--- config.mk ---
export PLATFORM = sky130hd
export DESIGN_NAME = instr_decode_pipe_flat
export DESIGN_NICKNAME = d
export VERILOG_FILES = /design/src/rtl/cpu_defs_pkg.sv /design/src/rtl/instr_decode_pipe_if.sv /design/src/rtl/instr_class_decode.sv /design/src/rtl/instr_decode_pipe.sv /design/src/flat_wrapper.sv
export SDC_FILE = /design/constraint.sdc
export NUM_CORES = 1
export LEC_CHECK = 0
export BUFFER_PORTS_ARGS = -buffer_cell sky130_fd_sc_hd__buf_2
export CAP_MARGIN = 10
export CORE_ASPECT_RATIO = 0.9
export CORE_UTILIZATION = 30
export DETAILED_ROUTE_END_ITERATION = 8
export PLACE_DENSITY = 0.52
export RECOVER_POWER = 100
export SYNTH_ARGS = -nofsm -noshare
export SYNTH_HDL_FRONTEND = slang
export SYNTH_SLANG_ARGS = --single-unit
--- constraint.sdc ---
create_clock -name clk -period 4.6 [get_ports clk]
set_input_delay 0.69 -clock clk [delete_from_list [all_inputs] [get_ports clk]]
set_output_delay 0.69 -clock clk [all_outputs]
set_load 0.005 [all_outputs]
--- src/rtl/cpu_defs_pkg.sv ---
// rtl/cpu_defs_pkg.sv - encodings, instruction classes and Tuse/Tnew constants
package cpu_defs_pkg;

    localparam logic [5:0] OP_SPECIAL = 6'h00;
    localparam logic [5:0] OP_JAL     = 6'h03;
    localparam logic [5:0] OP_BEQ     = 6'h04;
    localparam logic [5:0] OP_BNE     = 6'h05;
    localparam logic [5:0] OP_ADDI    = 6'h08;
    localparam logic [5:0] OP_ANDI    = 6'h0C;
    localparam logic [5:0] OP_ORI     = 6'h0D;
    localparam logic [5:0] OP_LUI     = 6'h0F;
    localparam logic [5:0] OP_COP0    = 6'h10;
    localparam logic [5:0] OP_LB      = 6'h20;
    localparam logic [5:0] OP_LH      = 6'h21;
    localparam logic [5:0] OP_LW      = 6'h23;
    localparam logic [5:0] OP_SB      = 6'h28;
    localparam logic [5:0] OP_SH      = 6'h29;
    localparam logic [5:0] OP_SW      = 6'h2B;

    localparam logic [5:0] FN_JR      = 6'h08;
    localparam logic [5:0] FN_SYSCALL = 6'h0C;
    localparam logic [5:0] FN_MFHI    = 6'h10;
    localparam logic [5:0] FN_MTHI    = 6'h11;
    localparam logic [5:0] FN_MFLO    = 6'h12;
    localparam logic [5:0] FN_MTLO    = 6'h13;
    localparam logic [5:0] FN_MULT    = 6'h18;
    localparam logic [5:0] FN_MULTU   = 6'h19;
    localparam logic [5:0] FN_DIV     = 6'h1A;
    localparam logic [5:0] FN_DIVU    = 6'h1B;
    localparam logic [5:0] FN_ADD     = 6'h20;
    localparam logic [5:0] FN_SUB     = 6'h22;
    localparam logic [5:0] FN_AND     = 6'h24;
    localparam logic [5:0] FN_OR      = 6'h25;
    localparam logic [5:0] FN_SLT     = 6'h2A;
    localparam logic [5:0] FN_SLTU    = 6'h2B;
    localparam logic [5:0] FN_ERET    = 6'h18;

    localparam logic [4:0] RS_MF      = 5'h00;
    localparam logic [4:0] RS_MT      = 5'h04;
    localparam logic [4:0] RS_CO      = 5'h10;

    localparam int CLASS_W = 4;

    typedef enum logic [CLASS_W-1:0] {
        CLS_NOP, CLS_ALU_R, CLS_ALU_I, CLS_LUI,
        CLS_MDU_START, CLS_MDU_MF, CLS_MDU_MT, CLS_LOAD,
        CLS_STORE, CLS_BRANCH, CLS_JAL, CLS_JR,
        CLS_SYSCALL, CLS_ERET, CLS_MFC0, CLS_MTC0
    } instr_class_e;

    // TUSE_NONE marks a register field the instruction does not read
    localparam int         TUSE_W    = 2;
    localparam logic [1:0] TUSE_0    = 2'd0;
    localparam logic [1:0] TUSE_1    = 2'd1;
    localparam logic [1:0] TUSE_2    = 2'd2;
    localparam logic [1:0] TUSE_NONE = 2'd3;

    localparam logic [1:0] TNEW_0    = 2'd0;
    localparam logic [1:0] TNEW_1    = 2'd1;
    localparam logic [1:0] TNEW_2    = 2'd2;

endpackage

--- src/rtl/instr_decode_pipe_if.sv ---
// rtl/instr_decode_pipe_if.sv - D-stage inputs and E-stage outputs of the decode pipe
interface instr_decode_pipe_if #(
    parameter int TNEW_W = 2
);
    logic [31:0]                instr;
    logic                       d_valid;
    logic                       mdu_busy;
    logic                       flush;
    logic                       stall_out;
    logic                       e_valid;
    cpu_defs_pkg::instr_class_e e_class;
    logic [4:0]                 e_rs;
    logic [4:0]                 e_rt;
    logic [4:0]                 e_dst;
    logic [TNEW_W-1:0]          e_tnew;
    logic                       e_ri;
    logic                       e_sys;

    modport master (
        output instr, d_valid, mdu_busy, flush,
        input  stall_out, e_valid, e_class, e_rs, e_rt, e_dst, e_tnew, e_ri, e_sys
    );

    modport slave (
        input  instr, d_valid, mdu_busy, flush,
        output stall_out, e_valid, e_class, e_rs, e_rt, e_dst, e_tnew, e_ri, e_sys
    );
endinterface

--- src/rtl/instr_class_decode.sv ---
// rtl/instr_class_decode.sv - combinational class, register, Tuse and Tnew decode
module instr_class_decode
    import cpu_defs_pkg::*;
#(
    parameter int TNEW_W = 2
) (
    input  logic [31:0]       instr,
    output instr_class_e      cls,
    output logic [4:0]        rs,
    output logic [4:0]        rt,
    output logic [4:0]        dst,
    output logic [TUSE_W-1:0] tuse_rs,
    output logic [TUSE_W-1:0] tuse_rt,
    output logic [TNEW_W-1:0] tnew,
    output logic              ri,
    output logic              sys
);
    logic [5:0] op;
    logic [5:0] fn;
    logic [4:0] rd;
    logic [1:0] tnew_c;

    assign op = instr[31:26];
    assign rs = instr[25:21];
    assign rt = instr[20:16];
    assign rd = instr[15:11];
    assign fn = instr[5:0];

    always_comb begin
        cls     = CLS_NOP;
        dst     = 5'd0;
        tuse_rs = TUSE_NONE;
        tuse_rt = TUSE_NONE;
        tnew_c  = TNEW_0;
        ri      = 1'b0;
        sys     = 1'b0;
        case (op)
            OP_SPECIAL: begin
                case (fn)
                    FN_ADD, FN_SUB, FN_AND, FN_OR, FN_SLT, FN_SLTU: begin
                        cls = CLS_ALU_R; dst = rd; tuse_rs = TUSE_1; tuse_rt = TUSE_1; tnew_c = TNEW_1;
                    end
                    FN_MULT, FN_MULTU, FN_DIV, FN_DIVU: begin
                        cls = CLS_MDU_START; tuse_rs = TUSE_1; tuse_rt = TUSE_1;
                    end
                    FN_MFHI, FN_MFLO: begin
                        cls = CLS_MDU_MF; dst = rd; tnew_c = TNEW_1;
                    end
                    FN_MTHI, FN_MTLO: begin
                        cls = CLS_MDU_MT; tuse_rs = TUSE_1;
                    end
                    FN_JR: begin
                        cls = CLS_JR; tuse_rs = TUSE_0;
                    end
                    FN_SYSCALL: begin
                        cls = CLS_SYSCALL; sys = 1'b1;
                    end
                    // funct 0 is only legal as the canonical all-zero NOP
                    default: ri = (instr != 32'd0);
                endcase
            end
            OP_ADDI, OP_ANDI, OP_ORI: begin
                cls = CLS_ALU_I; dst = rt; tuse_rs = TUSE_1; tnew_c = TNEW_1;
            end
            OP_LUI: begin
                cls = CLS_LUI; dst = rt; tnew_c = TNEW_1;
            end
            OP_LB, OP_LH, OP_LW: begin
                cls = CLS_LOAD; dst = rt; tuse_rs = TUSE_1; tnew_c = TNEW_2;
            end
            OP_SB, OP_SH, OP_SW: begin
                cls = CLS_STORE; tuse_rs = TUSE_1; tuse_rt = TUSE_2;
            end
            OP_BEQ, OP_BNE: begin
                cls = CLS_BRANCH; tuse_rs = TUSE_0; tuse_rt = TUSE_0;
            end
            OP_JAL: begin
                cls = CLS_JAL; dst = 5'd31;
            end
            OP_COP0: begin
                case (rs)
                    RS_MF: begin cls = CLS_MFC0; dst = rt; tnew_c = TNEW_2; end
                    RS_MT: begin cls = CLS_MTC0; tuse_rt = TUSE_2; end
                    RS_CO: begin
                        if (fn == FN_ERET) cls = CLS_ERET;
                        else ri = 1'b1;
                    end
                    default: ri = 1'b1;
                endcase
            end
            default: ri = 1'b1;
        endcase
    end

    assign tnew = TNEW_W'(tnew_c);

endmodule

--- src/rtl/instr_decode_pipe.sv ---
// rtl/instr_decode_pipe.sv - hazard scoreboard, stall generation and E-stage register
module instr_decode_pipe
    import cpu_defs_pkg::*;
#(
    parameter int STAGES    = 3,
    parameter int TNEW_W    = 2,
    parameter int MDU_STALL = 1
) (
    input  logic               clk,
    input  logic               reset,
    instr_decode_pipe_if.slave bus
);
    instr_class_e      d_class;
    logic [4:0]        d_rs, d_rt, d_dst;
    logic [TUSE_W-1:0] d_tuse_rs, d_tuse_rt;
    logic [TNEW_W-1:0] d_tnew;
    logic              d_ri, d_sys;

    instr_class_decode #(.TNEW_W(TNEW_W)) u_dec (
        .instr   (bus.instr),
        .cls     (d_class),
        .rs      (d_rs),
        .rt      (d_rt),
        .dst     (d_dst),
        .tuse_rs (d_tuse_rs),
        .tuse_rt (d_tuse_rt),
        .tnew    (d_tnew),
        .ri      (d_ri),
        .sys     (d_sys)
    );

    logic [STAGES-1:0] sb_valid;
    logic [4:0]        sb_dst  [STAGES];
    logic [TNEW_W-1:0] sb_tnew [STAGES];

    instr_class_e e_class_q;
    logic [4:0]   e_rs_q, e_rt_q;
    logic         e_ri_q, e_sys_q;

    logic raw_hazard, mdu_hazard, d_is_mdu, stall, issue;

    always_comb begin
        raw_hazard = 1'b0;
        for (int i = 0; i < STAGES; i++) begin
            if (sb_valid[i] && sb_dst[i] != 5'd0) begin
                if (d_tuse_rs != TUSE_NONE && d_rs == sb_dst[i] &&
                    int'(sb_tnew[i]) > int'(d_tuse_rs))
                    raw_hazard = 1'b1;
                if (d_tuse_rt != TUSE_NONE && d_rt == sb_dst[i] &&
                    int'(sb_tnew[i]) > int'(d_tuse_rt))
                    raw_hazard = 1'b1;
            end
        end
    end

    // Entry 0 and the E register load together, so e_class_q is entry 0's class
    assign d_is_mdu   = (d_class == CLS_MDU_START) || (d_class == CLS_MDU_MF) ||
                        (d_class == CLS_MDU_MT);
    assign mdu_hazard = (MDU_STALL != 0) && d_is_mdu &&
                        (bus.mdu_busy || (sb_valid[0] && e_class_q == CLS_MDU_START));
    assign stall      = !reset && !bus.flush && bus.d_valid && (raw_hazard || mdu_hazard);
    assign issue      = bus.d_valid && !stall;

    always_ff @(posedge clk) begin
        if (reset || bus.flush) begin
            sb_valid <= '0;
            for (int i = 0; i < STAGES; i++) begin
                sb_dst[i]  <= 5'd0;
                sb_tnew[i] <= '0;
            end
            e_class_q <= CLS_NOP;
            e_rs_q    <= 5'd0;
            e_rt_q    <= 5'd0;
            e_ri_q    <= 1'b0;
            e_sys_q   <= 1'b0;
        end else begin
            for (int i = 1; i < STAGES; i++) begin
                sb_valid[i] <= sb_valid[i-1];
                sb_dst[i]   <= sb_dst[i-1];
                sb_tnew[i]  <= (sb_tnew[i-1] != '0) ? sb_tnew[i-1] - TNEW_W'(1) : '0;
            end
            sb_valid[0] <= issue;
            sb_dst[0]   <= issue ? d_dst : 5'd0;
            sb_tnew[0]  <= issue ? d_tnew : '0;
            e_class_q   <= issue ? d_class : CLS_NOP;
            e_rs_q      <= issue ? d_rs : 5'd0;
            e_rt_q      <= issue ? d_rt : 5'd0;
            e_ri_q      <= issue && d_ri;
            e_sys_q     <= issue && d_sys;
        end
    end

    assign bus.stall_out = stall;
    assign bus.e_valid   = sb_valid[0];
    assign bus.e_class   = e_class_q;
    assign bus.e_rs      = e_rs_q;
    assign bus.e_rt      = e_rt_q;
    assign bus.e_dst     = sb_dst[0];
    assign bus.e_tnew    = sb_tnew[0];
    assign bus.e_ri      = e_ri_q;
    assign bus.e_sys     = e_sys_q;

endmodule

--- src/flat_wrapper.sv ---
// flat-port wrapper written by rule: the top's interface ports become plain ports
module instr_decode_pipe_flat import cpu_defs_pkg::*;
#(
    parameter int STAGES    = 3,
    parameter int TNEW_W    = 2,
    parameter int MDU_STALL = 1
)
  (clk, reset, bus_instr, bus_d_valid, bus_mdu_busy, bus_flush, bus_stall_out, bus_e_valid, bus_e_class, bus_e_rs, bus_e_rt, bus_e_dst, bus_e_tnew, bus_e_ri, bus_e_sys);
  instr_decode_pipe_if #(.TNEW_W(TNEW_W)) bus_i ();
  input  logic clk;
  input  logic reset;
  input wire logic [$bits(bus_i.instr)-1:0] bus_instr;
  input wire logic [$bits(bus_i.d_valid)-1:0] bus_d_valid;
  input wire logic [$bits(bus_i.mdu_busy)-1:0] bus_mdu_busy;
  input wire logic [$bits(bus_i.flush)-1:0] bus_flush;
  output wire logic [$bits(bus_i.stall_out)-1:0] bus_stall_out;
  output wire logic [$bits(bus_i.e_valid)-1:0] bus_e_valid;
  output wire logic [$bits(bus_i.e_class)-1:0] bus_e_class;
  output wire logic [$bits(bus_i.e_rs)-1:0] bus_e_rs;
  output wire logic [$bits(bus_i.e_rt)-1:0] bus_e_rt;
  output wire logic [$bits(bus_i.e_dst)-1:0] bus_e_dst;
  output wire logic [$bits(bus_i.e_tnew)-1:0] bus_e_tnew;
  output wire logic [$bits(bus_i.e_ri)-1:0] bus_e_ri;
  output wire logic [$bits(bus_i.e_sys)-1:0] bus_e_sys;
  assign bus_i.instr = bus_instr;
  assign bus_i.d_valid = bus_d_valid;
  assign bus_i.mdu_busy = bus_mdu_busy;
  assign bus_i.flush = bus_flush;
  assign bus_stall_out = bus_i.stall_out;
  assign bus_e_valid = bus_i.e_valid;
  assign bus_e_class = bus_i.e_class;
  assign bus_e_rs = bus_i.e_rs;
  assign bus_e_rt = bus_i.e_rt;
  assign bus_e_dst = bus_i.e_dst;
  assign bus_e_tnew = bus_i.e_tnew;
  assign bus_e_ri = bus_i.e_ri;
  assign bus_e_sys = bus_i.e_sys;
  instr_decode_pipe #(.STAGES(STAGES), .TNEW_W(TNEW_W), .MDU_STALL(MDU_STALL)) u_core (.clk(clk), .reset(reset), .bus(bus_i));
endmodule
======== Word-level counts from Yosys, hierarchy flattened ========
Memories as Yosys holds them, arrays and structs flattened.
Cells that the tools add are included.
storage, ports and cells
  bits in registers ....................... 19
  bits in writable memories ............... 21
  bits of input ports ..................... 37
  word-level logic and storage cells ...... 167
  memories kept ........................... 2
operators by class
  $add $sub $neg .......................... 2
  order comparisons ....................... 6
  equality and inequality tests ........... 44
  mux-type cells .......................... 43
  bitwise gates (word level) .............. 7
  reduce and logical (&&, ||, !) cells .... 57
memory list
  name            depth  bits a word  rd ports  clocked after Yosys merged registers in  write ports  line                     RTL
  u_core.sb_dst   3      5            3         0                                        3            instr_decode_pipe.sv:33  logic [4:0] sb_dst [STAGES];
  u_core.sb_tnew  3      2            3         0                                        3            instr_decode_pipe.sv:34  logic [TNEW_W-1:0] sb_tnew [STAGES];
operators by type and width
  kind                                                                   count
  6-bit equality test, second input constant                             12
  6-bit by 5-bit equality test with 1-bit output, second input constant  9
  6-bit by 4-bit equality test with 1-bit output, second input constant  6
  4-bit case mux with 8 select lines                                     1
  32-bit nonzero test                                                    1
  5-bit equality test                                                    6
  5-bit 2-to-1 mux                                                       6
  4-bit case mux with 6 select lines                                     1
  1-bit logical AND                                                      23
  5-bit case mux with 4 select lines                                     1
  1-bit 2-to-1 mux                                                       18
  4-bit by 3-bit equality test with 1-bit output, second input constant  4
  2-bit 2-to-1 mux                                                       8
  2-bit case mux with 4 select lines                                     2
  16-bit OR reduction                                                    1
  5-bit nonzero test                                                     3
  13-bit OR reduction                                                    1
  6-bit by 3-bit equality test with 1-bit output, second input constant  2
  2-bit > comparator                                                     6
  4-bit case mux with 3 select lines                                     1
  12-bit OR reduction                                                    1
  10-bit OR reduction                                                    1
  2-bit OR reduction                                                     5
  3-bit OR reduction                                                     3
  other kinds (22)                                                       37

======== Depth between registers and ports, before layout ========
  word-level depth ........................ 22
  gate-level depth with buffers ........... 13
  mapped depth without buffers ............ 11

======== Hierarchy ========
From an unflattened synthesis, not the netlist that was laid out.
second synthesis, totals
  cells, all modules ...................... 345
  area, all modules ....................... 3,021.6 um^2
modules (own cells, without submodules)
  module              times used  cells each  area an instance (um^2)  sequential area each (um^2)
  instr_decode_pipe   1           209         2,062.0                  800.8
  instr_class_decode  1           136         959.7                    0.0

======== Worst setup path after synthesis ========
OpenSTA, ideal clock, no wires.
  kind .................................... input-to-output
  start point ............................. input port bus_instr[5]
  end point ............................... output port bus_stall_out
  arrival ................................. 3,060 ps
  required time ........................... 3,910 ps
  path slack .............................. 850 ps
  stages .................................. 11
  path buffers ............................ 1
  cells stage by stage .................... clkbuf_8 -> nand2b_1 -> o311a_1 -> a311oi_1 -> ha_1 -> nor2b_1 -> o2111ai_1 -> nor3_1 -> o31ai_2 -> o21ai_0 -> o21ba_2
between the ends
  word-level cells in the longest chain between the ends .. 18
  elaborated cells between the ends (all ways) .. 67
RTL lines
  what                                                                    line                                                RTL
  from (decl)                                                             flat_wrapper.sv:12                                  input wire logic [$bits(bus_i.instr)-1:0] bus_instr;
  6-bit by 5-bit equality test with 1-bit output (tied with other cells)  instr_class_decode.sv:39, instr_class_decode.sv:85
  12-bit OR reduction (no line)                                           n/a
  2-bit case mux with 2 select lines                                      instr_class_decode.sv:39                            case (fn)
  2-bit case mux with 3 select lines                                      instr_class_decode.sv:37                            case (op)
  2-bit != test                                                           instr_decode_pipe.sv:46                             if (d_tuse_rs != TUSE_NONE && d_rs == sb_dst[i] &&
  1-bit logical AND (2 in series)                                         instr_decode_pipe.sv:46
  1-bit 2-to-1 mux                                                        instr_decode_pipe.sv:46
  1-bit 2-to-1 mux                                                        instr_decode_pipe.sv:49                             if (d_tuse_rt != TUSE_NONE && d_rt == sb_dst[i] &&
  1-bit 2-to-1 mux                                                        instr_decode_pipe.sv:45                             if (sb_valid[i] && sb_dst[i] != 5'd0) begin
  1-bit 2-to-1 mux                                                        instr_decode_pipe.sv:46
  1-bit 2-to-1 mux                                                        instr_decode_pipe.sv:49
  1-bit 2-to-1 mux                                                        instr_decode_pipe.sv:45
  1-bit 2-to-1 mux                                                        instr_decode_pipe.sv:46
  1-bit 2-to-1 mux                                                        instr_decode_pipe.sv:49
  1-bit 2-to-1 mux                                                        instr_decode_pipe.sv:45
  1-bit logical OR (*)                                                    instr_decode_pipe.sv:61                             assign stall = !reset && !bus.flush && bus.d_valid && (raw_hazard || mdu_hazard);
  1-bit logical AND (*)                                                   instr_decode_pipe.sv:61
  to (decl)                                                               flat_wrapper.sv:16                                  output wire logic [$bits(bus_i.stall_out)-1:0] bus_stall_out;
Mark *: on every way between the ends. The rest lies on a longest branch, timed or not.

======== Final worst setup path ========
  start point ............................. input port bus_instr[29]
  end point ............................... output port bus_stall_out
between the ends
  word-level cells in the longest chain between the ends .. 17
  elaborated cells between the ends (all ways) .. 60
RTL lines
  what                                                                line
  6-bit equality test (tied with other cells)                         instr_class_decode.sv:37
  9-bit OR reduction (no line) or 2-bit OR reduction (tied branches)  n/a
  2-bit case mux with 3 select lines                                  instr_class_decode.sv:37
  2-bit != test                                                       instr_decode_pipe.sv:46
  1-bit logical AND (2 in series)                                     instr_decode_pipe.sv:46
  1-bit 2-to-1 mux                                                    instr_decode_pipe.sv:46
  1-bit 2-to-1 mux                                                    instr_decode_pipe.sv:49
  1-bit 2-to-1 mux                                                    instr_decode_pipe.sv:45
  1-bit 2-to-1 mux                                                    instr_decode_pipe.sv:46
  1-bit 2-to-1 mux                                                    instr_decode_pipe.sv:49
  1-bit 2-to-1 mux                                                    instr_decode_pipe.sv:45
  1-bit 2-to-1 mux                                                    instr_decode_pipe.sv:46
  1-bit 2-to-1 mux                                                    instr_decode_pipe.sv:49
  1-bit 2-to-1 mux                                                    instr_decode_pipe.sv:45
  1-bit logical OR (*)                                                instr_decode_pipe.sv:61
  1-bit logical AND (*)                                               instr_decode_pipe.sv:61
Marks and branches as above.

==> out/metrics.yaml <==
outcome:
  outcome: "finished clean"
route:
  routed_wl_um: 7890
  drt_iter0_drc: 82
  antenna_left: 0
  vias: 2508
  routedWlPerCell_um: 16.1
  drcViolationCount: 0
  detail_route.vias_per_cell: 5.13
  dr.pass1.iters: 4
pwr:
  intPower_uw: 563
  vdd_ir_drop_max_mv: 0.109
  power_density_nw_per_um2: 244
  p_total_uw: 774
  combPwrFrac_pct: 15.6
  power.switching_uw: 211
  switching_share_pct: 27.3
  leakage_nw: 1.11
  seq_power_share_pct: 45.6
  power_frac_clock_pct: 38.8
cells_and_area:
  antennaDiodeCount: 0
  synthToLayoutAreaGrowth_pct: 10.3
  layout.cells.non_filler: 489
  utilization_pct: 34.5
  drive_gt1_share_pct: 19.1
  final_cell_area_um2: 3170
  nets: 417
setup_path:
  worstReg2RegStart: "u_core.sb_dst[0][11]$_SDFF_PP0_"
  rrSetupSlack_ps: 1950
  path_max_fanout: 15
  critPathKind: "in -> out"
  worstRegToRegCells: 7
  path_cells: "buf_2 -> nor4_1 -> nand2_1 -> nor3_1 -> a21oi_1 -> ha_1 -> nand2_1 -> o2111ai_1 -> nor3_1 -> o31ai_2 -> o21ai_0 -> o21ba_2 -> buf_2"
  crit_path_start: "bus_instr[29]"
  path_buf_inv: 2
  critPathMaxStageDelay_ps: 410
  path_delay_family: "simple AND/OR/NAND/NOR gates"
  cp.arrival_ps: 3490
  startpoint_type: "input port"
  cp_slowest_cell: "nor4_1"
  end_kind: "output pin"
  cp_data_required_time_ps: 3910
  timing.rr.end: "u_core.sb_tnew[0][0]$_SDFF_PP0_"
floorplanning:
  die_h_um: 94.9
  dieWidth_um: 105
  dieArea_um2: 9990
  initial_core_util_pct: 31.3
  rows: 33
  coreArea_um2: 9210
  io_pins: 62
timing:
  setup_viol: 0
  skew_ps: 4.41
  fmax_mhz: 239
  final.setup.tns_ps: 0
  setup_ws_ps: 417
  slew_violations: 0
  relSlewSlack_pct: 35.4
  tightestPinTransition_ps: 970
  holdWs_ps: 425
  min_period_ps: 4180
  finalHoldViolations: 0
  layout_worst_path_cycle_share_pct: 90.9
  rsz0062_at_grt: "false"
placement:
  dp.cells: 481
  dpl.hpwl_um: 6220
  place_area_um2: 3090
  gp_congestion: 0.791
  dp_slack_ps: 450
  portBuffers: 61
clock_tree:
  clock_tree.root_cell: "clkbuf_8"
  cts_made_buffers: 5
  postCtsResizedCells: 0
  cts_sinks: 40
  clk-insertion-delay-late_ps: 300
  path_clk_slew_ps: 80
  cts_tree: "built"
  ctsHoldBuffers: 0
  htreeDepth: 2
  cts_setup_buffers: 0
  clock_path_buffers: 2
logic_synthesis:
  yosysUniqueCellTypes: 60
  synth_fa_ha_area_share_pct: 6.09
  synth_seq_cells: 40
  synth_commonest_cells: "40 x dfxtp_1, 30 x xnor2_1, 19 x nor3_1"
  postSynthCellCount: 326
  synth-compound-area-share_pct: 16.1
  synthXorXnorAreaFrac_pct: 9.13
  yosysMostFrequentCell: "dfxtp_1"
  synth-simple-area-share_pct: 28.5
  syn_area_per_cell_um2: 8.83
  synth_top_family_by_area: "simple AND/OR/NAND/NOR gates"
  synthArstFlopShare_pct: 0
  synthesis.area_um2: 2880
  synthMuxAreaShare_pct: 1.57
  synth_top_cell_by_area: "dfxtp_1"
  synth_edf_count: 0
  synth_top_area_share_pct: 27.8
  synth_nets: 377
  yosys_warnings: 0
  synth-seq-area-share_pct: 27.8
  synth_top_flop_cell: "dfxtp_1"
  synth_top_cells_by_area: "dfxtp_1 28%, xnor2_1 9.1%, ha_1 6.1%, nor3b_1 4.7%, nor3_1 3.3%"
global_route:
  use_met3_pct: 3.80
  use_met2_pct: 27.0
  overflow: 0
  antenna_found_initial: 0
  grt_pass1_vias: 2451
  grt_busiest_layer: "met2"
  grt_pass1_wl_um: 12700
  gr-usage-all-layers_pct: 16.4
  grt_max_degree: 22
  use_met1_pct: 21.7
min_path:
  min_to: "u_core.sb_tnew[0][4]$_SDFF_PP0_"
  hold_class: "reg -> reg"
  hp-start: "u_core.sb_tnew[0][2]$_SDFF_PP0_"
  hold_depth: 1
job:
  cap_violations: 0
logic make-up after synthesis:
group | after synthesis
compound gates | 61
buf+inv | 42
xor+xnor | 30
simple gates | 135
fa+ha+maj | 14
mux | 4
flops | 40
flip-flops by register name (all words and copies together), names as in the netlist:
register,flops
u_core.bus.e_sys,1
u_core.bus.e_ri,1
u_core.bus.e_rs,5
u_core.bus.e_class,4
u_core.sb_tnew,6
u_core.sb_dst,15
u_core.bus.e_rt,5
u_core.sb_valid,3
layer usage:
layer	vias up	routed length [um]
met5	-	0
met4	0	81
met3	8	335
met2	51	3610
met1	1200	3870
li1	1249	-
cell usage in the layout (no fill, tap or decap), drive strengths merged, types with 3 or more instances in the layout:
cell type   n
a21oi      15
a221oi      6
and2       12
and2b       3
and3b       4
buf        42
clkbuf     28
dfxtp      40
ha         14
inv        11
mux2i       3
nand2      18
nand3       9
nor2       10
nor2b      10
nor3       19
nor3b      18
nor4       11
o2111ai     8
o211ai      4
o21ai      11
or3         4
or4         4
xnor2      30
power by group through the flow:
stage,logic (mW),registers [mW],clock network [mW]
after global routing,0.134,0.353,0.324
after global placement,0.122,0.361,0
after detailed placement,0.122,0.361,0
after CTS,0.123,0.353,0.310
final,0.121,0.353,0.300
after floorplan,0.0901,0.361,0
how the worst max path moves through the flow:
stage                                to  cells past startpoint
after floorplan           bus_stall_out                     11
after global placement    bus_stall_out                     13
after detailed placement  bus_stall_out                     13
after CTS                 bus_stall_out                     13
after global routing      bus_stall_out                     13
final                     bus_stall_out                     13
area by class of cell:
| type | count | area, um2 |
|---|---|---|
| Tap cell | 122 | 153 |
| Inverter | 10 | 37.5 |
| Clock inverter | 3 | 46.3 |
| Timing Repair Buffer | 65 | 302 |
| Multi-Input combinational cell | 244 | 1770 |
| Clock buffer | 5 | 68.8 |
| Sequential cell | 40 | 801 |
| Fill cell | 991 | 6030 |
No activity file was read; power rests on OpenSTA's default activity.
